`config.mk`:
```
export PLATFORM = sky130hd
export DESIGN_NAME = mips_muldiv_hilo
export DESIGN_NICKNAME = d
export VERILOG_FILES = /design/src/rtl/mips_muldiv_hilo_pkg.sv /design/src/rtl/mips_mult.sv /design/src/rtl/mips_muldiv_hilo.sv
export SDC_FILE = /design/constraint.sdc
export NUM_CORES = 2
export LEC_CHECK = 0
export CAP_MARGIN = 0
export CORE_MARGIN = 1
export CORE_UTILIZATION = 45
export CTS_CLUSTER_SIZE = 30
export DETAILED_ROUTE_END_ITERATION = 6
export GPL_TIMING_DRIVEN = 1
export MAX_ROUTING_LAYER = met4
export PLACE_DENSITY = 0.63
export RECOVER_POWER = 50
export SLEW_MARGIN = 25
export SYNTH_ARGS = -nofsm -noshare
export SYNTH_HDL_FRONTEND = slang
export SYNTH_HIERARCHICAL = 1
export SYNTH_SLANG_ARGS = --single-unit
```
`constraint.sdc`:
```
create_clock -name clk -period 10.91 [get_ports clk]
set_input_delay 2.182 -clock clk [delete_from_list [all_inputs] [get_ports clk]]
set_output_delay 2.182 -clock clk [all_outputs]
set_load 0.01 [all_outputs]
```
`src/rtl/mips_muldiv_hilo_pkg.sv`:
```
// Shared widths, FSM encoding and operand-magnitude helper for the HI/LO multiply controller.
package mips_muldiv_hilo_pkg;

    localparam int unsigned DATA_W    = 32;
    localparam int unsigned MULT_HALF = 16;
    localparam int unsigned PP_W      = 48;
    localparam int unsigned PROD_W    = 64;

    // Sequencer states: idle, low partial product, high partial product, combine
    localparam logic [1:0] ST_IDLE = 2'd0;
    localparam logic [1:0] ST_PLO  = 2'd1;
    localparam logic [1:0] ST_PHI  = 2'd2;
    localparam logic [1:0] ST_COMB = 2'd3;

    // Two's-complement magnitude; 0x80000000 maps to itself and is then treated as unsigned
    function automatic logic [DATA_W-1:0] op_mag(input logic [DATA_W-1:0] x, input logic neg);
        return neg ? DATA_W'(-x) : x;
    endfunction

endpackage

```
`src/rtl/mips_mult.sv`:
```
// Multiplier datapath stage: 16x32 partial product and final combine/negate of two partials.
module mips_mult
    import mips_muldiv_hilo_pkg::*;
(
    input  logic [MULT_HALF-1:0] a,
    input  logic [DATA_W-1:0]    b,
    output logic [PP_W-1:0]      partproduct,
    input  logic [PP_W-1:0]      partprod_l,
    input  logic [PP_W-1:0]      partprod_h,
    input  logic                 acompl,
    input  logic                 bcompl,
    output logic [PROD_W-1:0]    product
);

    logic [PP_W-1:0]   sum_c;
    logic [PROD_W-1:0] mag_c;

    // Partial product, weighted combine of the two halves, and sign restoration
    always_comb begin
        partproduct = PP_W'(a) * PP_W'(b);
        sum_c       = partprod_h + PP_W'(partprod_l[PP_W-1:MULT_HALF]);
        mag_c       = {sum_c, partprod_l[MULT_HALF-1:0]};
        product     = (acompl ^ bcompl) ? PROD_W'(-mag_c) : mag_c;
    end

endmodule

```
`src/rtl/mips_muldiv_hilo.sv`:
```
// Multiply sequencer and architectural HI/LO owner; also handles MTHI/MTLO.
module mips_muldiv_hilo
    import mips_muldiv_hilo_pkg::*;
#(
    parameter logic [31:0] HI_RST = 32'h0,
    parameter logic [31:0] LO_RST = 32'h0
) (
    input  logic              clk,
    input  logic              rst_n,
    input  logic              start,
    input  logic              sign,
    input  logic [DATA_W-1:0] op_a,
    input  logic [DATA_W-1:0] op_b,
    input  logic              cancel,
    input  logic              mthi,
    input  logic              mtlo,
    input  logic [DATA_W-1:0] wdata,
    output logic              busy,
    output logic              done,
    output logic [DATA_W-1:0] hi,
    output logic [DATA_W-1:0] lo
);

    logic [1:0]           state_q, state_d;
    logic [DATA_W-1:0]    abs_a_q, abs_b_q;
    logic                 acompl_q, bcompl_q;
    logic [PP_W-1:0]      pp_l_q, pp_h_q;
    logic [DATA_W-1:0]    hi_q, lo_q;
    logic                 done_q;

    logic                 accept_c;
    logic                 commit_c;
    logic [MULT_HALF-1:0] stage_a_c;
    logic [PP_W-1:0]      partproduct_c;
    logic [PROD_W-1:0]    product_c;

    // State register
    always_ff @(posedge clk or negedge rst_n) begin
        if (!rst_n) begin
            state_q <= ST_IDLE;
        end else begin
            state_q <= state_d;
        end
    end

    // Next state; cancel aborts any busy state and blocks a start in IDLE
    always_comb begin
        state_d  = state_q;
        accept_c = 1'b0;
        commit_c = 1'b0;
        case (state_q)
            ST_IDLE: begin
                if (start && !cancel) begin
                    state_d  = ST_PLO;
                    accept_c = 1'b1;
                end
            end
            ST_PLO:  state_d = cancel ? ST_IDLE : ST_PHI;
            ST_PHI:  state_d = cancel ? ST_IDLE : ST_COMB;
            ST_COMB: begin
                state_d  = ST_IDLE;
                commit_c = !cancel;
            end
            default: state_d = ST_IDLE;
        endcase
    end

    // Low half of the multiplicand first, then the high half
    always_comb begin
        stage_a_c = (state_q == ST_PHI) ? abs_a_q[DATA_W-1:MULT_HALF] : abs_a_q[MULT_HALF-1:0];
    end

    mips_mult u_mult (
        .a           (stage_a_c),
        .b           (abs_b_q),
        .partproduct (partproduct_c),
        .partprod_l  (pp_l_q),
        .partprod_h  (pp_h_q),
        .acompl      (acompl_q),
        .bcompl      (bcompl_q),
        .product     (product_c)
    );

    // Operand magnitudes and sign flags captured on an accepted start
    always_ff @(posedge clk or negedge rst_n) begin
        if (!rst_n) begin
            abs_a_q  <= '0;
            abs_b_q  <= '0;
            acompl_q <= 1'b0;
            bcompl_q <= 1'b0;
        end else if (accept_c) begin
            abs_a_q  <= op_mag(op_a, sign & op_a[DATA_W-1]);
            abs_b_q  <= op_mag(op_b, sign & op_b[DATA_W-1]);
            acompl_q <= sign & op_a[DATA_W-1];
            bcompl_q <= sign & op_b[DATA_W-1];
        end
    end

    // Partial-product capture in the two product cycles
    always_ff @(posedge clk or negedge rst_n) begin
        if (!rst_n) begin
            pp_l_q <= '0;
            pp_h_q <= '0;
        end else begin
            if (state_q == ST_PLO) pp_l_q <= partproduct_c;
            if (state_q == ST_PHI) pp_h_q <= partproduct_c;
        end
    end

    // HI/LO: product commit, or MTHI/MTLO only while idle
    always_ff @(posedge clk or negedge rst_n) begin
        if (!rst_n) begin
            hi_q   <= HI_RST;
            lo_q   <= LO_RST;
            done_q <= 1'b0;
        end else begin
            done_q <= commit_c;
            if (commit_c) begin
                hi_q <= product_c[PROD_W-1:DATA_W];
                lo_q <= product_c[DATA_W-1:0];
            end else if (state_q == ST_IDLE) begin
                if (mthi) hi_q <= wdata;
                if (mtlo) lo_q <= wdata;
            end
        end
    end

    // Interlock is a direct decode of the sequencer state
    always_comb begin
        busy = (state_q != ST_IDLE);
    end

    assign done = done_q;
    assign hi   = hi_q;
    assign lo   = lo_q;

endmodule

```
==> results.sh <==
export IMPL_status="finished with violations"
export IMPL_violations="capacitance limit, slew limit"
export IMPL_dieHeight_um=262
export IMPL_dp_hpwl_um=62300
export IMPL_design_area_um2=33600
export IMPL_wl_per_cell_um=18.6
export IMPL_fp_dieW_um=262
export IMPL_drive_gt1_frac=0.0607
export IMPL_grt_ovfl_total=0
export IMPL_core_area_um2=66200
export IMPL_grt_max_degree=122
export IMPL_synth_xor_area_frac=0.0574
export IMPL_drt_antenna_violating_nets=0
export IMPL_cts_setup_buffers=0
export IMPL_rsz0062_at_grt="no"
export IMPL_cpMostUsedCell="fa_1"
export IMPL_place_area_um2=32700
export IMPL_synth_edf_count=0
export IMPL_synth_flop_cell="dfrtp_1"
export IMPL_vias=23200
export IMPL_slowest_delay_ns=0.84
export IMPL_max_cap_violations=3
export IMPL_cts_buffer_depth=3
export IMPL_setup_tns_ns=0
export IMPL_syn_area_per_cell_um2=8.99
export IMPL_synth_distinct_cells=81
export IMPL_hold_viol_final=0
export IMPL_slew_viol_final=254
export IMPL_place_congestion=0.895
export IMPL_critPathTopFamily="adder cells"
export IMPL_yosysSeqAreaShare=0.189
export IMPL_dpl_cell_count=4263
export IMPL_syn_nets=4056
export IMPL_nets=4106
export IMPL_clk_latency_ns=0.58
export IMPL_period_minus_slack_ns=9.16
export IMPL_startpoint="state_q[0]"
export IMPL_worstHoldStart="abs_a_q[7]"
export IMPL_drt_iter0_markers=1477
export IMPL_timing_critical_path_buf_inv=5
export IMPL_vias_per_cell=5.38
export IMPL_antenna_cells=0
export IMPL_cp_max_fo=32
export IMPL_area_growth_pct=10.5
export IMPL_stdcell_count=4310
export IMPL_r2r_slack_ns=1.75
export IMPL_ys_warn_count=6
export IMPL_path_class="register to register"
export IMPL_route_detailed_drc=0
export IMPL_io_pins=169
export IMPL_timing_final_crit_share=0.840
export IMPL_numCtsBuffers=27
export IMPL_synth_compound_area_frac=0.0990
export IMPL_clk_pin_slew_ns=0.06
export IMPL_ys_ff_latch=229
export IMPL_maxSlewHeadroom=-2.28
export IMPL_dieArea_um2=68500
export IMPL_reg2reg_from="state_q[0]"
export IMPL_syn_cell_area_um2=30400
export IMPL_slowest_stage="mux2_2"
export IMPL_cts_hold_buffers=0
export IMPL_hold_class="register to register"
export IMPL_start_kind="register"
export IMPL_finClkSkew_ns=0.0131
export IMPL_cts_root_buffer="clkbuf_16"
export IMPL_cts_sinks=229
export IMPL_grt_pass1_vias=23200
export IMPL_crit_arrival_ns=9.62
export IMPL_synth_top_family_by_area="adder cells"
export IMPL_synth_area_mux_share=0.0659
export IMPL_worstMarginPinSlew_ns=4.92
export IMPL_grt_first_pass_wirelength_um=128000
export IMPL_endpoint_kind="register"
export IMPL_antenna_found_initial=0
export IMPL_firstDrtPassIters=5
export IMPL_worstPathRequired_ns=11.37
export IMPL_yosys_top_cells_area="fa_1, dfrtp_1, ha_1, nand2_1, inv_1"
export IMPL_synthCells=3379
export IMPL_h_tree_depth=1
export IMPL_io_buffers=168
export IMPL_synth_largest_area_cell="fa_1"
export IMPL_cts_tree="done"
export IMPL_synth_async_sr_flop_share=1.00
export IMPL_synth_adder_area_share=0.340
export IMPL_crit_chain="nand2b_1 -> mux2_2 -> nand2_1 -> fa_1 -> inv_1 -> fa_1 -> inv_1 -> fa_1 -> inv_1 -> fa_1 -> fa_1 -> inv_1 -> fa_1 -> inv_1 -> ha_1 -> nand3_1 -> nor4b_1 -> o211ai_1 -> a2111oi_0 -> o21ai_0 -> o21ai_0 -> mux2i_1 -> nor2_1 -> mux2_2"
export IMPL_setup_viol=0
export IMPL_cts_resized=0
export IMPL_rows=94
export IMPL_start_util=0.459
export IMPL_fmax_ghz=0.109
export IMPL_synth_top_area_frac=0.276
export IMPL_synth_simple_gate_area_frac=0.168
export IMPL_wirelength_um=80300
export IMPL_grt_use_total=0.244
[registers in the layout, summed over array words and instances, names as in the netlist]
name / cells
acompl_q: 1
pp_l_q: 48
bcompl_q: 1
abs_a_q: 32
abs_b_q: 32
hi: 32
done: 1
pp_h_q: 48
state_q: 2
lo: 32
[kinds of logic after synthesis]
group	after synthesis
AOI/OAI and AO/OA	492
xor gates and xnor gates	199
adders and majority gates	574
buffers and inverters	651
DFF	229
muxes	186
and+or+nand+nor	1048
[worst min-delay path: cells and delay by family, from the launching register on]
kind,cells,cell delay (ns)
flops,1,0.34
simple gates,1,0.04
compound gates,1,0.06
[layer usage]
| layer | GRT usage | wire length [um] | vias up |
|---|---|---|---|
| li1 | - | - | 11000 |
| met3 | 0.0342 | 4560 | 115 |
| met1 | 0.332 | 36400 | 11500 |
| met4 | 0.0581 | 2050 | 0 |
| met5 | - | 0 | - |
| met2 | 0.386 | 37300 | 621 |
[placed cells by master (no fill, tap or decap), types with 7 or more instances in the layout]
master / n
nand2_1: 511
inv_1: 483
fa_1: 419
dfrtp_1: 229
and2_1: 224
o21ai_0: 186
clkdlybuf4s50_1: 163
ha_1: 155
xnor2_1: 126
a21oi_1: 115
mux2_2: 112
nor2_1: 94
mux2i_1: 73
xor2_1: 71
a21o_1: 39
nor3_1: 37
nand3_1: 32
clkbuf_16: 27
and3_1: 24
a31oi_1: 23
nand4_1: 22
o31ai_1: 19
buf_4: 18
or3_1: 14
nor4_1: 13
or2_2: 13
o21a_1: 12
a211oi_1: 11
o21bai_1: 10
o211ai_1: 10
nand2b_1: 9
nor3b_1: 8
o41ai_1: 7
or4_1: 7
a41oi_1: 7
clkbuf_8: 7
clkbuf_1: 7
[cell type report]
type / instances / area [um2]
Inverter: 483 / 1810
Fill cell: 6306 / 32700
Clock inverter: 9 / 126
Tap cell: 864 / 1080
Timing Repair Buffer: 189 / 1820
Multi-Input combinational cell: 2499 / 22200
Sequential cell: 229 / 5730
Clock buffer: 37 / 783
[worst paths after layout]
check                        endpoint  depth (start not counted)
max                        pp_l_q[47]                         24
min                        abs_a_q[7]                          2
max reg2reg                pp_l_q[47]                         24
min reg2reg                abs_a_q[7]                          2
max in group asynchronous   pp_h_q[9]                          2
min in group asynchronous      hi[27]                          1
[Yosys cell counts (6+ instances only)]
cell type / instances
clkbuf_1: 151
ha_1: 155
nor3b_1: 8
nand4_1: 22
dfrtp_1: 229
fa_1: 419
buf_2: 9
and4_1: 6
xnor2_1: 127
o21ai_0: 186
o41ai_1: 7
a21oi_1: 115
and3_1: 24
nand2b_1: 10
nor4_1: 13
or3_1: 14
or4_1: 7
a21o_1: 39
a211oi_1: 11
nand2_1: 511
and2_1: 228
nand3_1: 32
inv_1: 483
a41oi_1: 7
o211ai_1: 10
nor3_1: 37
o21a_1: 12
nor2_1: 94
mux2i_1: 73
mux2_2: 113
o31ai_1: 19
o21bai_1: 10
a31oi_1: 23
or2_2: 13
xor2_1: 72
o21ai_1: 6
[per-stage QoR]
step / hold WS [ns] / worst slack (ns) / utilization
CTS: 0.480 / 1.95 / 0.507
global route: 0.509 / 0.782 / 0.507
floorplan: 0.444 / 2.91 / -
detailed placement: 0.464 / 1.99 / 0.493
finish: 0.474 / 1.75 / 0.507
global placement: 0.463 / 2.08 / 0.493
Power is not shown: default switching activity piles up to over one toggle a cycle in this logic, so the estimate is an artifact.
